===== src/rtl/rc_op_sequencer.sv =====
// rc_op_sequencer: computes A+B-C in two passes through a shared 8-bit adder.
// Optional RC_SAT_EN: saturate out_res on overflow instead of wrapping.
module rc_op_sequencer #(
   parameter int WIDTH = 8
) (
   input  logic             clk,
   input  logic             rst_n,
   input  logic             in_valid,
   output logic             in_ready,
   input  logic [WIDTH-1:0] in_a,
   input  logic [WIDTH-1:0] in_b,
   input  logic [WIDTH-1:0] in_c,
   output logic             out_valid,
   input  logic             out_ready,
   output logic [WIDTH-1:0] out_res,
   output logic             out_ovf,
   output logic [WIDTH-1:0] as_x,
   output logic [WIDTH-1:0] as_y,
   output logic [2:0]       as_s,
   input  logic [WIDTH-1:0] as_g,
   input  logic             as_cout
);

   typedef enum logic [1:0] {
      IDLE = 2'd0,
      ADD  = 2'd1,
      SUB  = 2'd2,
      DONE = 2'd3
   } state_t;

   state_t           state;
   state_t           state_nxt;
   logic [WIDTH-1:0] ra;
   logic [WIDTH-1:0] rb;
   logic [WIDTH-1:0] rc;
   logic [WIDTH-1:0] t_q;
   logic             k1_q;
   logic [1:0]       hsum;
   logic             u_msb;
   logic             fit;
   logic [WIDTH-1:0] res_nxt;
`ifdef RC_SAT_EN
   logic             pos_ovf;
`endif

   // State register
   always_ff @(posedge clk or negedge rst_n) begin
      if (!rst_n) begin
         state <= IDLE;
      end else begin
         state <= state_nxt;
      end
   end

   // Next state, handshake flags and adder drive
   always_comb begin
      state_nxt = state;
      in_ready  = 1'b0;
      out_valid = 1'b0;
      as_x      = '0;
      as_y      = '0;
      as_s      = 3'b000;
      unique case (state)
         IDLE: begin
            in_ready = 1'b1;
            if (in_valid) state_nxt = ADD;
         end
         ADD: begin
            as_x      = ra;
            as_y      = rb;
            as_s      = 3'b010;
            state_nxt = SUB;
         end
         SUB: begin
            as_x      = t_q;
            as_y      = rc;
            as_s      = 3'b101;
            state_nxt = DONE;
         end
         DONE: begin
            out_valid = 1'b1;
            if (out_ready) state_nxt = IDLE;
         end
         default: state_nxt = IDLE;
      endcase
   end

   // Range check of V = 2^WIDTH*h + U from the SUB-pass adder result
   always_comb begin
      hsum  = {1'b0, k1_q} + {1'b0, as_cout};
      u_msb = as_g[WIDTH-1];
      fit   = ((hsum == 2'd1) && !u_msb) ||
              ((hsum == 2'd0) && u_msb);
`ifdef RC_SAT_EN
      pos_ovf = (hsum == 2'd2) ||
                ((hsum == 2'd1) && u_msb);
      if (fit) begin
         res_nxt = as_g;
      end else if (pos_ovf) begin
         res_nxt = {1'b0, {(WIDTH-1){1'b1}}};
      end else begin
         res_nxt = {1'b1, {(WIDTH-1){1'b0}}};
      end
`else
      res_nxt = as_g;
`endif
   end

   // Operand latch, first-pass capture and result register
   always_ff @(posedge clk or negedge rst_n) begin
      if (!rst_n) begin
         ra      <= '0;
         rb      <= '0;
         rc      <= '0;
         t_q     <= '0;
         k1_q    <= 1'b0;
         out_res <= '0;
         out_ovf <= 1'b0;
      end else begin
         unique case (state)
            IDLE: begin
               if (in_valid) begin
                  ra <= in_a;
                  rb <= in_b;
                  rc <= in_c;
               end
            end
            ADD: begin
               t_q  <= as_g;
               k1_q <= as_cout;
            end
            SUB: begin
               out_res <= res_nxt;
               out_ovf <= !fit;
            end
            default: ;
         endcase
      end
   end

endmodule


===== config.mk =====
export PLATFORM = sky130hd
export DESIGN_NAME = rc_op_sequencer
export DESIGN_NICKNAME = d
export VERILOG_FILES = /design/src/rtl/rc_op_sequencer.sv
export SDC_FILE = /design/constraint.sdc
export NUM_CORES = 1
export LEC_CHECK = 0
export CAP_MARGIN = 15
export CORE_ASPECT_RATIO = 0.9
export CORE_MARGIN = 4
export CORE_UTILIZATION = 46
export DETAILED_ROUTE_END_ITERATION = 10
export PLACE_DENSITY = 0.91
export RECOVER_POWER = 25
export SETUP_SLACK_MARGIN = 0.4
export SLEW_MARGIN = 30
export SYNTH_ARGS = -nofsm -noshare
export SYNTH_HDL_FRONTEND = slang
export SYNTH_SLANG_ARGS = --single-unit

===== constraint.sdc =====
create_clock -name clk -period 1.9 [get_ports clk]
set_clock_uncertainty 0.05 [all_clocks]
set_input_delay 0.38 -clock clk [delete_from_list [all_inputs] [get_ports clk]]
set_output_delay 0.38 -clock clk [all_outputs]
set_load 0.01 [all_outputs]

==> reports/qor.yml, run 1 <==
outcome: "complete, but fails checks"
violations: "negative setup slack"
drive_gt1_frac: 0.589
cts_tree: "done"
async_reset_ff_frac: 1.00
post-route-period-util: 1.07
p_int_mw: 4.13
p_per_area_nw_per_um2: 1840
n_fill_cell: 274
synth_seq_cells: 44
critPathSlowestCell: "dfrtp_2"
synth_most_common_cell: "dfrtp_1"
ys.flop_type: "dfrtp_1"
period_minus_slack_ps: 2040
wl_met1_um: 2510
r2r-start: "state[1]"
yosys_warnings: 0
power_frac_seq: 0.287
port_buffers: 66
wl_met3_um: 324
drv_slew: 0
grt_antenna_before_repair: 0
yosys.cell_types.count: 17
ios: 67
netlist_area_um2: 2110
dpl.hpwl_um: 3400
tightest_slew_ps: 1120
crit_fanout: 5
whs_ps: 220
cts_buffers: 5
synth.area.top_cells: "dfrtp_1 (52%), mux2_4 (14%), mux2_2 (12%)"
htree_num_levels: 2
ff2ff_setup_slack_ps: 70
grt_pass1_vias: 1644
row_count: 23
postSynthNetCount: 194
crit_chain: "inv_4 -> ha_4 -> buf_6 -> a22oi_2 -> nor2b_2 -> buf_2"
pwr-share-clk: 0.093
p_comb_frac: 0.620
finalSetupViolations: 17
synth_top_cell_area_share: 0.521
wirelength_um: 6010
start_kind: "flip-flop"
dieArea_um2: 5740
synth_common_cells: "dfrtp_1 (44), mux2_2 (22), mux2_4 (20)"
routed.top_layer: "met4"
design_area_um2: 3480
hp-class: "in2async"
clockRootBuffer: "clkbuf_8"
crit_buf_inv: 3
syn-instance-count: 149
vias_per_cell: 5.05
wl_per_cell_um: 19.4
endpoint_kind: "primary output"
met2_length_um: 3040
r2r_end: "ra[7]"
vias: 1567
drt-initial-drc-count: 78
die_h_um: 72.3
hold_viol_final: 0
tns_ps: -986
crit_type: "reg2out"
grt_first_pass_wirelength_um: 8650
clk_pin_slew_worst_paths_ps: 90
cts_buffer_depth: 2
syn_avg_cell_area_um2: 14.2
fin_nets: 292
leakage_nw: 1.61
cts_num_sinks: 44
arrival_ps: 1610
initial_core_util: 0.474
slowest_delay_ps: 470
place_congestion: 0.775
die_w_um: 79.4
postPlaceCellArea_um2: 2970
synthToLayoutAreaGrowth_pct: 64.5
core_um2: 4460
grt_max_degree: 24
ant_nets: 0
p_switching_mw: 2.28
post-route-drc-count: 0
drtPass1Iterations: 4
required_ps: 1470
overflow: 0
drv_cap: 0
reg2reg_depth: 8
synth_top_area_cell: "dfrtp_1"
p_total_mw: 6.41
clock_latency_ps: 310
ir_worst_vdd_uv: 906
track_usage: 0.204
layout_setup_ws_ps: -141
clock.fmax_ghz: 0.490
switching_share: 0.356
rsz0062_at_grt: "yes"
synth_sequential_area_ratio: 0.521
n_antenna_cell: 0
slew_headroom: 0.251
cp_top_family: "flip-flops"
synth_edf_count: 0
-- state kept, by name (all words and copies together) (netlist names) --
| register | cells |
|---|---|
| k1_q | 1 |
| out_ovf | 1 |
| out_res | 8 |
| ra | 8 |
| rb | 8 |
| rc | 8 |
| state | 2 |
| t_q | 8 |
-- routing by layer --
layer  GRT usage  vias up
met1       0.262      787
met5           0        -
met2       0.334       52
met3      0.0546       13
met4      0.0706        0
li1            -      715
-- kinds of logic (layout without fill, tap and decap cells) --
| kind of cell | Yosys count | count (layout) | share of synthesized area |
|---|---|---|---|
| adder cells (fa/ha/maj) | 8 | 8 | 0.0474 |
| AO/OA/AOI/OAI | 18 | 18 | 0.0622 |
| multiplexers | 44 | 44 | 0.269 |
| buffers and inverters | 16 | 115 | 0.0468 |
| flip-flops | 44 | 44 | 0.521 |
| AND/OR/NAND/NOR | 19 | 19 | 0.0539 |
-- repair_timing --
item                       in CTS  in global routing
setup endpoints to repair      68                 64
cloned                          3                  0
pin swaps                      13                  2
gates resized for setup       156                 21
buffers inserted                9                  7
hold buffers                    0                  0
-- cell usage in the layout, fill, tap and decap left out --
| cell type | synthesis | routed |
|---|---|---|
| a22oi_2 | 0 | 16 |
| buf_12 | 0 | 3 |
| buf_16 | 0 | 2 |
| buf_2 | 4 | 15 |
| buf_4 | 1 | 12 |
| buf_6 | 4 | 20 |
| buf_8 | 0 | 3 |
| clkbuf_1 | 1 | 1 |
| clkbuf_2 | 0 | 1 |
| clkbuf_8 | 0 | 5 |
| clkdlybuf4s50_1 | 0 | 35 |
| clkinv_2 | 0 | 2 |
| clkinv_4 | 0 | 1 |
| dfrtp_1 | 44 | 42 |
| dfrtp_2 | 0 | 2 |
| dlygate4sd2_1 | 0 | 9 |
| ha_1 | 8 | 1 |
| ha_2 | 0 | 1 |
| ha_4 | 0 | 6 |
| inv_1 | 6 | 3 |
| inv_2 | 0 | 1 |
| inv_4 | 0 | 2 |
| mux2_2 | 22 | 5 |
| mux2_4 | 20 | 37 |
| mux2i_1 | 2 | 2 |
| nand2_1 | 1 | 1 |
| nand2_8 | 0 | 1 |
| nor2_1 | 1 | 1 |
| nor2b_1 | 16 | 6 |
| nor2b_2 | 0 | 9 |
| nor2b_4 | 0 | 1 |
| o21ai_1 | 0 | 1 |
| o22ai_4 | 0 | 1 |
-- power groups by stage --
stage          Clock (mW)  Combinational, mW  Sequential (mW)
2_1_floorplan           0               1.91             1.71
5_1_grt             0.662               4.21             1.88
4_1_cts             0.590               3.60             1.79
3_5_place_dp            0               3.04             1.75
6_report            0.599               3.97             1.84
3_3_place_gp            0               2.97             1.72
-- layout make-up --
type	instances	area, um^2	area share
Clock inverter	3	18.8	0.00540
Tap cell	62	77.6	0.0223
Inverter	6	27.5	0.00792
Clock buffer	5	68.8	0.0198
Multi-Input combinational cell	89	1190	0.343
Sequential cell	44	1100	0.317
Timing Repair Buffer	101	988	0.284
-- worst max path at each step --
stage	depth (start not counted)	slack, ps	start	endpoint
global placement	6	-120	state[0]	as_x[2]
detailed placement	6	-200	state[0]	as_y[7]
floorplan	6	320	state[1]	as_x[1]
CTS	6	-70	state[0]	as_y[1]
global route	6	-170	state[1]	as_y[7]
finish	6	-140	state[1]	as_y[7]
-- per-stage QoR --
stage / std cells / worst slack (ps) / utilization
6_report: 310 / -141 / 0.780
5_1_grt: 310 / -168 / 0.780
4_1_cts: 303 / -72.5 / 0.755
3_5_place_dp: 283 / -196 / 0.666
3_3_place_gp: 283 / -125 / 0.666
2_1_floorplan: 149 / 317 / -
(Power assumes the default switching activity.)
==> run 2: changes to the inputs <==
--- a/config.mk
+++ b/config.mk
@@ -5,12 +5,13 @@
 export SDC_FILE = /design/constraint.sdc
 export NUM_CORES = 1
 export LEC_CHECK = 0
+export ABC_AREA = 1
 export CAP_MARGIN = 15
 export CORE_ASPECT_RATIO = 0.9
 export CORE_MARGIN = 4
-export CORE_UTILIZATION = 46
+export CORE_UTILIZATION = 47
 export DETAILED_ROUTE_END_ITERATION = 10
-export PLACE_DENSITY = 0.91
+export PLACE_DENSITY = 0.92
 export RECOVER_POWER = 25
 export SETUP_SLACK_MARGIN = 0.4
 export SLEW_MARGIN = 30
==> reports/qor.yml, run 2 <==
yosys_warnings: 0  # unchanged
drv_cap: 0  # unchanged
synthToLayoutAreaGrowth_pct: 71.1
final_cell_mix: "nand2_1 (58), nand2_2 (46), dfrtp_1 (42), clkdlybuf4s50_1 (34)"
clock_latency_ps: 300  # about the same
synth.area.top_cells: "dfrtp_1 (49%), nand2_1 (19%), buf_6 (7.5%)"
ys.flop_type: "dfrtp_1"
finalSetupViolations: 16  # -1
core_um2: 4550  # +1.9%
cts_num_sinks: 44  # unchanged
wirelength_um: 8310  # +38%
port_buffers: 66  # unchanged
slowest_delay_ps: 450  # -20 ps
synth_edf_count: 0  # unchanged
drv_slew: 0  # unchanged
place_congestion: 0.777  # +0.26%
period_minus_slack_ps: 2000  # -43.0 ps
drt-initial-drc-count: 185  # +140%
required_ps: 1470  # about the same
initial_core_util: 0.495  # +0.0215
grt_pass1_vias: 2230  # +36%
violations: "negative setup slack"
yosys.cell_types.count: 16  # -1
hold_viol_final: 0  # unchanged
clk_pin_slew_worst_paths_ps: 90  # about the same
die_h_um: 73.7  # +1.9%
arrival_ps: 1570  # -40 ps
seqCellArea_um2: 1100  # unchanged
htree_num_levels: 2  # unchanged
crit_buf_inv: 4  # +1
final_core_util: 0.848  # +0.0680
crit_chain: "inv_4 -> ha_4 -> buf_12 -> buf_16 -> nand2_4 -> a21oi_2 -> buf_2"
post-route-period-util: 1.05  # -0.0227
ios: 67  # unchanged
async_reset_ff_frac: 1.00  # unchanged
grt_antenna_before_repair: 0  # unchanged
fin_nets: 405  # +39%
syn-instance-count: 264  # +77%
cts_buffer_depth: 2  # unchanged
multiInputGateArea_um2: 1400  # +17%
n_antenna_cell: 0  # unchanged
ant_nets: 0  # unchanged
outcome: "complete, but fails checks"
netlist_area_um2: 2250  # +6.6%
hp-class: "in2async"
endpoint_kind: "primary output"
synth_common_cells: "nand2_1 (116), dfrtp_1 (44), nand3_1 (27)"
overflow: 0  # unchanged
cp_top_family: "flip-flops"
drive_gt1_frac: 0.485  # -0.104
ir_worst_vdd_uv: 2270  # +150%
wl_per_cell_um: 19.6  # +1.3%
track_usage: 0.249  # +0.0457
tns_ps: -874  # +112 ps
crit_fanout: 4  # -1
layout_setup_ws_ps: -97.8  # +43.0 ps
dieArea_um2: 5960  # +3.8%
vias_per_cell: 5.40  # +6.9%
syn_avg_cell_area_um2: 8.53  # -40%
slew_headroom: 0.282  # +0.0319
n_fill_cell: 243  # -11%
vias: 2286  # +46%
cts_hold_buf: 0  # unchanged
synth_most_common_cell: "nand2_1"
whs_ps: 307  # +87.0 ps
rsz0062_at_grt: "yes"
synth_top_area_cell: "dfrtp_1"
grt_max_degree: 45  # +88%
start_kind: "flip-flop"
tightest_slew_ps: 1080  # -47.9 ps
design_area_um2: 3850  # +11%
die_w_um: 81.0  # +1.9%
pre_cts_slack_ps: -183  # +13.4 ps
dpl.hpwl_um: 3820  # +13%
post-route-drc-count: 0  # unchanged
cts_tree: "done"
synth_seq_cells: 44  # unchanged
layout_commonest_cell: "nand2_1"
synth_sequential_area_ratio: 0.489  # -0.0321
clockRootBuffer: "clkbuf_8"
leakage_nw: 1.85  # +15%
p_per_area_nw_per_um2: 1810  # -1.9%
critPathSlowestCell: "dfrtp_2"
postPlaceCellArea_um2: 3000  # +1.1%
synth_top_cell_area_share: 0.489  # -0.0321
row_count: 23  # unchanged
clock.fmax_ghz: 0.501  # +2.2%
drtPass1Iterations: 4  # unchanged
cts_buffers: 5  # unchanged
crit_type: "reg2out"
grt_first_pass_wirelength_um: 11000  # +27%
postSynthNetCount: 309  # +59%
## run 2: cell count changes after synthesis, moves of 16 or more
cell | before | now
a22oi_1 | 16 | 0
mux2_2 | 22 | 0
mux2_4 | 20 | 0
nand2_1 | 1 | 116
nand3_1 | 0 | 27
nor2b_1 | 16 | 0
## run 2: final timing paths
check	slack, ps	endpoint	from	cells past startpoint
max	-100	as_y[5]	state[0]	7
min	310	out_res[7]	rst_n	2
max reg2reg	70	state[0]	state[0]	11
min reg2reg	420	out_ovf	out_ovf	2
max in group asynchronous	770	state[0]	rst_n	2
min in group clk	420	out_ovf	out_ovf	2
## run 2: per-layer routing
layer | share of wire | up-vias | wire [um] | GRT usage
li1 | - | 1017 | - | -
met1 | 0.37 | 1097 | 3080 | 0.286
met2 | 0.51 | 146 | 4260 | 0.424
met3 | 0.086 | 26 | 715 | 0.0735
met4 | 0.031 | 0 | 259 | 0.124
met5 | 0 | - | 0 | 0
## run 2: kinds of logic (layout without fill, tap and decap cells)
group                      count (synthesis)  in the layout  share of synthesized area
adders and majority gates                  8              8                     0.0444
buffers and inverters                     35            129                      0.117
and+or+nand+nor                          151            154                      0.281
DFF                                       44             44                      0.489
AOI/OAI and AO/OA                         26             26                     0.0694
## run 2: repair_timing
action	CTS	global route
pin swaps	21	19
resized for setup	160	72
setup buffers	15	6
gates cloned	4	4
endpoints found under the setup margin	56	64
## run 2: final cells by class
type                            instances  area share
Timing Repair Buffer                  103       0.285
Timing Repair inverter                  1     0.00195
Inverter                               17      0.0208
Tap cell                               62      0.0201
Clock buffer                            8      0.0234
Multi-Input combinational cell        188       0.363
Sequential cell                        44       0.286
## run 2: power breakdown
group | leakage (nW) | internal [mW] | switching [mW] | total [mW]
registers | 0.541 | 1.40 | 0.425 | 1.82
logic | 1.26 | 2.17 | 2.35 | 4.53
clock network | 0.0455 | 0.297 | 0.326 | 0.623
total | 1.85 | 3.87 | 3.10 | 6.97
## run 2: per-stage QoR
stage | power, mW | cells
3_3_place_gp | 4.35 | 386
4_1_cts | 5.96 | 413
3_5_place_dp | 4.47 | 386
5_1_grt | 7.32 | 423
2_1_floorplan | 3.64 | 264
6_report | 6.97 | 423
==> run 3: changes to the inputs <==
--- a/config.mk
+++ b/config.mk
@@ -11,7 +11,7 @@
 export CORE_MARGIN = 4
 export CORE_UTILIZATION = 47
 export DETAILED_ROUTE_END_ITERATION = 10
-export PLACE_DENSITY = 0.92
+export PLACE_DENSITY = 0.77
 export RECOVER_POWER = 25
 export SETUP_SLACK_MARGIN = 0.4
 export SLEW_MARGIN = 30
==> reports/qor.yml, run 3 (same netlist as run 2, synthesis figures left out) <==
outcome: "complete, but fails checks"
violations: "negative setup slack"
layout_commonest_cell: "nand2_1"
dp_cells: 387  # +0.26%
drv_slew: 0  # unchanged
vias_per_cell: 5.19  # -4.0%
clk_pin_slew_worst_paths_ps: 90  # about the same
pre_cts_slack_ps: -181  # +1.74 ps
wirelength_um: 7340  # -12%
fin_nets: 404  # -0.25%
n_fill_cell: 281  # +16%
finalNonFillerCells: 422  # -0.24%
drt-initial-drc-count: 126  # -32%
tightest_slew_ps: 1380  # +301 ps
finalSetupViolations: 16  # unchanged
htree_num_levels: 2  # unchanged
post-route-drc-count: 0  # unchanged
required_ps: 1470  # about the same
leakage_nw: 1.81  # -1.7%
layout_setup_ws_ps: -79.3  # +18.6 ps
reg2reg_depth: 7  # -4
cts_tree: "done"
grt_first_pass_wirelength_um: 9290  # -15%
drv_cap: 0  # unchanged
crit_type: "reg2out"
start_kind: "flip-flop"
r2r-start: "state[1]"
hold_viol_final: 0  # unchanged
seqCellArea_um2: 1100  # unchanged
ant_nets: 0  # unchanged
clock_latency_ps: 290  # about the same
critPathSlowestCell: "dfrtp_2"
die_w_um: 81.0  # unchanged
track_usage: 0.204  # -0.0455
r2r_end: "state[0]"
grt_max_degree: 27  # -40%
post-route-period-util: 1.04  # -0.00976
crit_chain: "inv_4 -> ha_4 -> buf_12 -> buf_16 -> nand2_4 -> a21oi_2 -> buf_2"
grt_pass1_vias: 2037  # -8.7%
endpoint_kind: "primary output"
vias: 2189  # -4.2%
die_h_um: 73.7  # unchanged
postPlaceCellArea_um2: 3020  # +0.67%
p_per_area_nw_per_um2: 1770  # -2.2%
crit_fanout: 7  # +3
slew_headroom: 0.0816  # -0.201
overflow: 0  # unchanged
drtPass1Iterations: 4  # unchanged
whs_ps: 329  # +22.3 ps
clock.fmax_ghz: 0.505  # +0.94%
hp-class: "in2async"
multiInputGateArea_um2: 1340  # -4.0%
clockRootBuffer: "clkbuf_8"
grt_antenna_before_repair: 0  # unchanged
final_cell_mix: "nand2_1 (78), dfrtp_1 (42), clkdlybuf4s50_1 (35), nand2_2 (31), nand3_1 (17)"
cts_buffers: 5  # unchanged
ios: 67  # unchanged
dieArea_um2: 5960  # unchanged
slowest_delay_ps: 430  # -20 ps
row_count: 23  # unchanged
cts_num_sinks: 44  # unchanged
ff2ff_setup_slack_ps: 200  # +130 ps
crit_buf_inv: 4  # unchanged
initial_core_util: 0.495  # unchanged
design_area_um2: 3770  # -2.2%
rsz0062_at_grt: "yes"
core_um2: 4550  # unchanged
port_buffers: 66  # unchanged
place_congestion: 0.729  # -6.2%
period_minus_slack_ps: 1980  # -18.6 ps
arrival_ps: 1550  # -20 ps
cp_top_family: "buffers and inverters"
wl_per_cell_um: 17.4  # -11%
synthToLayoutAreaGrowth_pct: 67.3
n_antenna_cell: 0  # unchanged
cts_buffer_depth: 2  # unchanged
ir_worst_vdd_uv: 2060  # -9.1%
drive_gt1_frac: 0.433  # -0.0514
dpl.hpwl_um: 3730  # -2.4%
run 3: cell types whose count changed in the layout (fill, tap and decap cells not counted), moves of 2 or more:
cell     delta
nand3_4     +2
buf_4       +3
nand2_4     -4
nand2_2    -15
o21ai_2     +3
buf_6       -2
o21ai_1     -4
nand2_8     -2
nand2_1    +20
run 3: layout make-up:
cell class / count / area share
Clock inverter: 1 / 0.00199
Inverter: 17 / 0.0216
Multi-Input combinational cell: 187 / 0.356
Sequential cell: 44 / 0.293
Tap cell: 62 / 0.0206
Clock buffer: 7 / 0.0229
Timing Repair Buffer: 104 / 0.284
run 3: metrics by stage:
step / util / setup TNS (ps) / power, mW
6_report: 0.829 / -782 / 6.67
5_1_grt: 0.829 / -1900 / 7.05
4_1_cts: 0.732 / -220 / 5.59
3_5_place_dp: 0.665 / -2140 / 4.48
3_3_place_gp: 0.665 / -1880 / 4.39
2_1_floorplan: - / 0 / 3.64
run 3: routing by layer:
layer	track usage	vias up	part of all wire
met3	0.0466	23	0.066
li1	-	1017	-
met4	0.0469	0	0.033
met1	0.256	1052	0.39
met5	0	-	0
met2	0.357	97	0.51
run 3: how the worst max path moves through the flow:
| stage | from | endpoint | cells after the start |
|---|---|---|---|
| after floorplan | state[0] | as_y[2] | 5 |
| after global placement | state[1] | as_y[7] | 5 |
| after global routing | state[1] | as_x[4] | 7 |
| final | state[1] | as_x[4] | 7 |
| after detailed placement | state[1] | as_y[7] | 5 |
| after CTS | state[1] | as_y[4] | 6 |
run 3: report_power, final:
group	switching, mW	internal, mW
logic	2.23	2.05
registers	0.370	1.40
clock network	0.330	0.296
run 3: what timing repair did:
| action | in CTS | in global routing |
|---|---|---|
| setup endpoints to repair | 56 | 65 |
| pin swaps | 5 | 17 |
| endpoints found under the hold margin | 0 | 0 |
| hold buffers | 0 | 0 |
| gates resized for setup | 138 | 71 |
| cloned | 1 | 5 |
| setup buffers | 14 | 7 |
==> patch, RTL diff (settings of run 2) <==
Build with the macro `RC_SAT_EN` defined.
--- a/src/rtl/rc_op_sequencer.sv
+++ b/src/rtl/rc_op_sequencer.sv
@@ -2,2 +2,4 @@
 // Optional RC_SAT_EN: saturate out_res on overflow instead of wrapping.
+`define RC_SAT_EN
+
 module rc_op_sequencer #(
Function: changed (a bounded check fails within 4 cycles, from zero or initial values and one cycle with rst_n low).
==> patch against run 2 <==
The flow still finishes with violations (negative setup slack); critical path depth shrank 1; power grew 1.3%; critical endpoint is now as_x[6]; worst setup slack lost 0.083 ns; register-to-register slack lost 0.11 ns; area after synthesis shrank 2.2%; routed wire length shrank 14%; largest power group unchanged; final area shrank 1.7%; highest routed layer unchanged; sequential cell count is the same.
==> patch: results <==
export IMPL_synthMuxAreaShare_pct=19.3
export IMPL_dp_cells=343
export IMPL_multiInputGateArea_um2=1290
export IMPL_nNetsFinal=358
export IMPL_instances_no_fill=374
export IMPL_seq_area_um2=1100
export IMPL_drt_initial_drc_count=140
export IMPL_cp_arrival_ns=1.65
export IMPL_dp_final_hpwl_mm=3.67
export IMPL_grtUsageTotal_pct=25.1
export IMPL_vias=1968
export IMPL_clkPwrFrac_pct=10.7
export IMPL_cp_top_family="buffers and inverters"
export IMPL_critPathMaxStageDelay_ns=0.39
export IMPL_tightest_slew_ns=1.10
export IMPL_grt_pass1_vias=2137
export IMPL_synthesis_area_um2=2200
export IMPL_drive_gt1_share_pct=45.8
export IMPL_multi_input_area_share_pct=34.2
export IMPL_outcome="complete, but fails checks"
export IMPL_violations="negative setup slack"
export IMPL_hold_worst_slack_ns=0.317
export IMPL_nonClkBufAreaFrac_pct=29.1
export IMPL_setup_viol=37
export IMPL_finalWorstSetupSlack_ns=-0.181
patch: metal layers:
layer / vias to the layer above / part of all wire, % / track usage [%]
li1: 889 / - / -
met1: 979 / 42 / 30.9
met2: 85 / 49 / 42.9
met3: 15 / 6.4 / 6.05
met4: 0 / 2.0 / 9.19
met5: - / 0 / 0
patch: cells by family (layout without fill, tap and decap cells):
family | count (synthesis) | after routing
compound gates | 22 | 22
flops | 44 | 44
simple gates | 84 | 84
fa+ha+maj | 10 | 10
mux | 31 | 31
buf+inv | 22 | 121
patch: worst max-delay path by stage:
stage	from	to	slack (ns)
3_5_place_dp	state[1]	as_y[2]	-0.19
4_1_cts	state[0]	as_x[3]	-0.11
6_report	state[0]	as_x[6]	-0.18
5_1_grt	state[0]	as_x[5]	-0.22
2_1_floorplan	state[0]	as_x[7]	0.31
3_3_place_gp	state[1]	as_y[6]	-0.18
patch: what timing repair did:
action                     in CTS  in global routing
pin swaps                       9                  4
gates resized for setup       147                 31
cloned                          8                  0
setup buffers                  13                  2
setup endpoints to repair      67                 65
